<file path="config.mk">
export PLATFORM = sky130hd
export DESIGN_NAME = fxp_sqrt_host
export DESIGN_NICKNAME = d
export VERILOG_FILES = /design/src/rtl/fxp_sqrt_host.sv
export SDC_FILE = /design/constraint.sdc
export NUM_CORES = 1
export LEC_CHECK = 0
export ABC_CLOCK_PERIOD_IN_PS = 1800
export CORE_UTILIZATION = 41
export CTS_CLUSTER_DIAMETER = 80
export DETAILED_ROUTE_END_ITERATION = 7
export PLACE_DENSITY = 0.9
export SYNTH_ARGS = -nofsm -noshare
export SYNTH_HDL_FRONTEND = slang
export SYNTH_SLANG_ARGS = --single-unit
</file>
<file path="constraint.sdc">
create_clock -name ap_clk -period 1.8 [get_ports ap_clk]
set_input_delay 0.18 -clock ap_clk [delete_from_list [all_inputs] [get_ports ap_clk]]
set_output_delay 0.18 -clock ap_clk [all_outputs]
set_load 0.01 [all_outputs]
</file>
<file path="src/rtl/fxp_sqrt_host.sv">
// Handshake wrapper around an ap_ctrl_hs fixed-point square-root core: one operand in flight,
// result held until consumed. Define FXP_SQRT_HOST_TIMEOUT_EN to add the core watchdog.
module fxp_sqrt_host #(
    parameter int IN_W    = 24,
    parameter int OUT_W   = 28,
    parameter int TIMEOUT = 255
) (
    input  logic             ap_clk,
    input  logic             ap_rst,
    input  logic             s_valid,
    output logic             s_ready,
    input  logic [IN_W-1:0]  s_data,
    output logic             m_valid,
    input  logic             m_ready,
    output logic [OUT_W-1:0] m_data,
    output logic             core_start,
    input  logic             core_done,
    input  logic             core_idle,
    input  logic             core_ready,
    output logic [IN_W-1:0]  core_in_val,
    input  logic [OUT_W-1:0] core_return,
    output logic             busy,
    output logic [15:0]      tx_count,
    output logic             timeout_err
);

    typedef enum logic [1:0] {
        IDLE  = 2'd0,
        START = 2'd1,
        WAIT  = 2'd2,
        HOLD  = 2'd3
    } state_t;

    state_t           state_q, state_d;
    logic [IN_W-1:0]  in_val_q, in_val_d;
    logic [OUT_W-1:0] m_data_q, m_data_d;
    logic [15:0]      tx_count_q, tx_count_d;
    logic             s_ready_q, s_ready_d;
    logic             core_start_q, core_start_d;
    logic             m_valid_q, m_valid_d;
    logic             busy_q, busy_d;
    logic             wd_expire_s;
    logic             wd_trip_s;
    logic             unused_idle_s;

    // core_idle is status only and never steers the FSM
    assign unused_idle_s = core_idle;

    // Next-state, datapath capture and next values of the registered handshake outputs
    always_comb begin
        state_d    = state_q;
        in_val_d   = in_val_q;
        m_data_d   = m_data_q;
        tx_count_d = tx_count_q;
        wd_trip_s  = 1'b0;
        case (state_q)
            IDLE: begin
                if (s_valid) begin
                    in_val_d = s_data;
                    state_d  = START;
                end else begin
                    state_d = IDLE;
                end
            end
            START: begin
                if (core_ready && core_done) begin
                    m_data_d = core_return;
                    state_d  = HOLD;
                end else if (wd_expire_s) begin
                    wd_trip_s = 1'b1;
                    in_val_d  = '0;
                    state_d   = IDLE;
                end else if (core_ready) begin
                    state_d = WAIT;
                end else begin
                    state_d = START;
                end
            end
            WAIT: begin
                // A done on the expiry cycle still delivers its result
                if (core_done) begin
                    m_data_d = core_return;
                    state_d  = HOLD;
                end else if (wd_expire_s) begin
                    wd_trip_s = 1'b1;
                    in_val_d  = '0;
                    state_d   = IDLE;
                end else begin
                    state_d = WAIT;
                end
            end
            HOLD: begin
                if (m_ready) begin
                    tx_count_d = tx_count_q + 16'd1;
                    state_d    = IDLE;
                end else begin
                    state_d = HOLD;
                end
            end
            default: begin
                state_d = IDLE;
            end
        endcase
        s_ready_d    = (state_d == IDLE);
        core_start_d = (state_d == START);
        m_valid_d    = (state_d == HOLD);
        busy_d       = (state_d != IDLE);
    end

    // State, datapath and output registers with synchronous reset
    always_ff @(posedge ap_clk) begin
        if (ap_rst) begin
            state_q      <= IDLE;
            in_val_q     <= '0;
            m_data_q     <= '0;
            tx_count_q   <= 16'd0;
            s_ready_q    <= 1'b1;
            core_start_q <= 1'b0;
            m_valid_q    <= 1'b0;
            busy_q       <= 1'b0;
        end else begin
            state_q      <= state_d;
            in_val_q     <= in_val_d;
            m_data_q     <= m_data_d;
            tx_count_q   <= tx_count_d;
            s_ready_q    <= s_ready_d;
            core_start_q <= core_start_d;
            m_valid_q    <= m_valid_d;
            busy_q       <= busy_d;
        end
    end

`ifdef FXP_SQRT_HOST_TIMEOUT_EN
    localparam int WD_W = ($clog2(TIMEOUT + 1) > 8) ? $clog2(TIMEOUT + 1) : 8;

    logic [WD_W-1:0] wdog_q, wdog_d;
    logic            timeout_err_q, timeout_err_d;

    // Expire on the cycle whose increment would reach the limit
    assign wd_expire_s = (({1'b0, wdog_q} + (WD_W + 1)'(1)) >= (WD_W + 1)'(TIMEOUT));

    // Watchdog runs only while the core owns the operand; zero on every START entry
    always_comb begin
        if ((state_q == START) || (state_q == WAIT)) begin
            wdog_d = wdog_q + WD_W'(1);
        end else begin
            wdog_d = '0;
        end
        timeout_err_d = timeout_err_q | wd_trip_s;
    end

    // Watchdog counter and sticky error flag
    always_ff @(posedge ap_clk) begin
        if (ap_rst) begin
            wdog_q        <= '0;
            timeout_err_q <= 1'b0;
        end else begin
            wdog_q        <= wdog_d;
            timeout_err_q <= timeout_err_d;
        end
    end

    assign timeout_err = timeout_err_q;
`else
    localparam int unused_timeout_lp = TIMEOUT;
    logic unused_trip_s;

    assign wd_expire_s   = 1'b0;
    assign unused_trip_s = wd_trip_s;
    assign timeout_err   = 1'b0;
`endif

    assign s_ready     = s_ready_q;
    assign m_valid     = m_valid_q;
    assign m_data      = m_data_q;
    assign core_start  = core_start_q;
    assign core_in_val = in_val_q;
    assign busy        = busy_q;
    assign tx_count    = tx_count_q;

endmodule

</file>
==> results.py, run 1 <==
metrics = {
    "routing": {
        "vias_per_cell": 4.96,
        "drtPass1Iterations": 8,
        "vias": 2564,
        "wirelength_um": 7160,
        "drt_iter0_markers": 84,
        "wl_per_cell_um": 13.9,
        "route.detailed.drc": 11,
        "ant_nets": 0,
    },
    "timing": {
        "timing.fmax_mhz": 616,
        "rsz0062_at_grt": "no",
        "finalSetupTns_ns": 0,
        "finalCritPeriodShare": 0.901,
        "skew_ns": 0.0107,
        "finalSetupViolCount": 0,
        "fin_ws_ns": 0.177,
        "hold_viol": 0,
        "min_period_ns": 1.62,
        "whs_ns": 0.273,
        "maxSlewViolCount": 0,
    },
    "setup_path": {
        "crit_type": "reg -> reg",
        "r2r_cells": 4,
        "start_kind": "flop",
        "worstPathArrival_ns": 1.85,
        "required_ns": 2.03,
        "rr_endpoint": "tx_count[15]$_SDFFE_PP0P_",
        "critPathCapture": "tx_count[15]$_SDFFE_PP0P_",
        "reg2reg_from": "tx_count[8]$_SDFFE_PP0P_",
        "crit_start": "tx_count[8]$_SDFFE_PP0P_",
        "cp_max_fo": 5,
        "ff2ff_setup_slack_ns": 0.18,
        "endpoint_kind": "flop",
    },
    "placed_design": {
        "dpl.cell_count": 501,
        "portBuffers": 129,
        "dp_slack_ns": 0.0627,
        "place_hpwl_um": 5200,
        "gp_congestion": 0.846,
    },
    "clock_tree": {
        "worstSkewPairLatency_ns": 0.34,
        "cts-resized-gates": 0,
        "path_clk_slew_ns": 0.08,
        "postCtsHoldBufs": 0,
        "cts_tree": "done",
        "clock-sinks": 74,
        "cts_inserted_buffers": 9,
        "h-tree-depth": 3,
        "post_cts_buffers": 0,
        "cts_max_path_buffers": 2,
        "root_buffer": "clkbuf_8",
    },
    "power": {
        "p_leak_nw": 1.80,
        "power_mw": 3.83,
        "power_density_nw_per_um2": 868,
        "ir_drop_mv": 0.576,
    },
    "final_layout": {
        "ff_latch_area_sq_um": 1480,
        "multi_input_area_sq_um": 1220,
        "final_cell_count_no_fill": 517,
        "n_antenna_cell": 0,
        "syn_to_final_growth_pct": 57.1,
        "nNetsFinal": 495,
        "drive_above_1_share": 0.0750,
        "fillCellCount": 535,
    },
    "floorplan": {
        "start_util": 0.432,
        "die_h_um": 84.8,
        "core_sq_um": 6490,
        "io_pins": 132,
        "core.rowCount": 29,
        "die-area_sq_um": 7190,
        "die_w_um": 84.8,
    },
    "synth": {
        "synth-compound-area-share": 0.0615,
        "synth_xor_area_frac": 0.0343,
        "avgSynthCellArea_sq_um": 9.18,
        "yosysWarnings": 0,
        "netlist_top_cells_area": "dfxtp_1, mux2i_1, nand2_1",
        "synth_mux_area_frac": 0.115,
        "synth_fa_ha_area_frac": 0.00445,
        "synth-simple-area-share": 0.215,
        "synth.cell_area_sq_um": 2810,
        "synth_nets": 366,
        "yosysSeqAreaShare": 0.527,
        "netlist_instances": 306,
        "synth_top_area_share": 0.527,
        "ys_ff_latch": 74,
        "synth_area_leader_cell": "dfxtp_1",
        "synth_cell_type_count": 33,
        "synth_top_family_by_area": "simple AND/OR/NAND/NOR gates",
    },
    "run_status": {
        "violations": "design-rule violations",
        "status": "finished, violations left",
    },
    "global_routing": {
        "grt_pass1_vias": 2552,
        "grt_max_degree": 32,
        "antenna_found_initial": 0,
        "grt_pass1_wl_um": 11700,
        "grt_overflow_total": 0,
        "grt_use_total": 0.208,
    },
    "min_path": {
        "hold_path.class": "in -> reg",
    },
    "job": {
        "drv_cap": 0,
    },
}
==> state kept, by name (all words and copies together), names as in the netlist <==
name,flops
tx_count,16
m_valid,1
m_data,28
busy,1
core_in_val,24
state_q,2
s_ready,1
core_start,1
==> critical path: stages, from the launching register on <==
cell	delay [ns]
dfxtp_1	0.44
nand4_2	0.21
nor4_2	0.40
nand3_1	0.14
mux2_1	0.32
==> cells by family (layout without fill, tap and decap cells) <==
logic type | Yosys count | after routing
simple gates | 132 | 132
flops | 74 | 74
compound gates | 33 | 33
mux | 31 | 31
buf+inv | 23 | 157
xor+xnor | 11 | 11
fa+ha+maj | 1 | 1
other cells | 1 | 1
==> through the flow <==
| step | instance area [sq um] | utilization |
|---|---|---|
| 6_report | 4410 | 0.680 |
| 5_1_grt | 4410 | 0.680 |
| 4_1_cts | 4410 | 0.680 |
| 3_5_place_dp | 4170 | 0.642 |
| 3_3_place_gp | 4170 | 0.642 |
| 2_1_floorplan | 2810 | - |
==> where the power goes <==
group / total (mW) / switching (mW) / internal [mW]
Combinational: 0.534 / 0.221 / 0.313
Sequential: 1.76 / 0.0424 / 1.71
Clock: 1.54 / 0.616 / 0.926
Total: 3.83 / 0.879 / 2.95
==> area by class of cell <==
| cell class | count | share of cell area |
|---|---|---|
| tap | 77 | 0.0218 |
| inverter | 5 | 0.00425 |
| timing repair buffer | 136 | 0.306 |
| clock inverter | 6 | 0.0261 |
| multi-input combinational | 209 | 0.277 |
| sequential | 74 | 0.336 |
| clock buffer | 10 | 0.0289 |
==> cells in the final DEF, fill, tap and decap left out, types with 3 or more instances in the layout <==
cell               n
xnor2_1           10
nand3_1            3
nor2_1            48
buf_4              6
clkbuf_8           9
inv_1              4
nor2b_1            4
mux2i_1           29
bufinv_16          3
nand2_1           55
nand4_1            4
a21oi_1           29
nor4_2             3
clkdlybuf4s50_1  128
dfxtp_1           74
==> how the worst min path moves through the flow <==
stage,start,endpoint,slack (ns),cells past startpoint
2_1_floorplan,s_data[0],core_in_val[0]$_SDFFE_PP0P_,0.32,2
3_3_place_gp,core_in_val[13]$_SDFFE_PP0P_,core_in_val[13]$_SDFFE_PP0P_,0.44,2
3_5_place_dp,core_in_val[9]$_SDFFE_PP0P_,core_in_val[9]$_SDFFE_PP0P_,0.45,2
4_1_cts,ap_rst,tx_count[1]$_SDFFE_PP0P_,0.26,2
5_1_grt,ap_rst,tx_count[0]$_SDFFE_PP0P_,0.28,2
6_report,ap_rst,tx_count[1]$_SDFFE_PP0P_,0.27,2
==> metal layers <==
layer / global-route usage / routed length (um) / vias to the layer above
li1: - / - / 1265
met1: 0.229 / 2910 / 1184
met2: 0.373 / 3580 / 104
met3: 0.0747 / 574 / 11
met4: 0.0663 / 94 / 0
met5: 0 / 0 / -
==> cells in the mapped netlist <==
master / n
mux2i_1: 29
mux4_2: 1
buf_1: 1
inv_2: 1
nor3_2: 2
nand4_1: 4
nand2b_1: 2
nand3_1: 3
nor2_1: 48
nor4_2: 3
buf_4: 3
a21oi_1: 29
o21ai_1: 2
xnor2_1: 10
nand2_1: 55
and3_1: 1
buf_6: 2
nor3_1: 2
or3_1: 2
or2_1: 1
xor2_1: 1
conb_1: 1
and3b_1: 1
buf_2: 2
clkbuf_1: 10
nor4_1: 2
inv_1: 4
mux2_1: 1
nor2b_1: 4
nand4_2: 2
ha_1: 1
a31o_1: 2
dfxtp_1: 74
(Power assumes the default switching activity.)
==> run 2: changes to the inputs <==
--- a/config.mk
+++ b/config.mk
@@ -10,6 +10,7 @@
 export CTS_CLUSTER_DIAMETER = 80
 export DETAILED_ROUTE_END_ITERATION = 7
 export PLACE_DENSITY = 0.9
+export SLEW_MARGIN = 20
 export SYNTH_ARGS = -nofsm -noshare
 export SYNTH_HDL_FRONTEND = slang
 export SYNTH_SLANG_ARGS = --single-unit
==> results of run 2 <==
No change in the layout: final DEF, timing and power equal those of run 1.
==> run 3: changes to the inputs <==
--- a/config.mk
+++ b/config.mk
@@ -7,7 +7,6 @@
 export LEC_CHECK = 0
 export ABC_CLOCK_PERIOD_IN_PS = 1800
 export CORE_UTILIZATION = 41
-export CTS_CLUSTER_DIAMETER = 80
 export DETAILED_ROUTE_END_ITERATION = 7
 export PLACE_DENSITY = 0.9
 export SLEW_MARGIN = 20
==> results of run 3 <==
No change in the layout: final DEF, timing and power equal those of run 1.
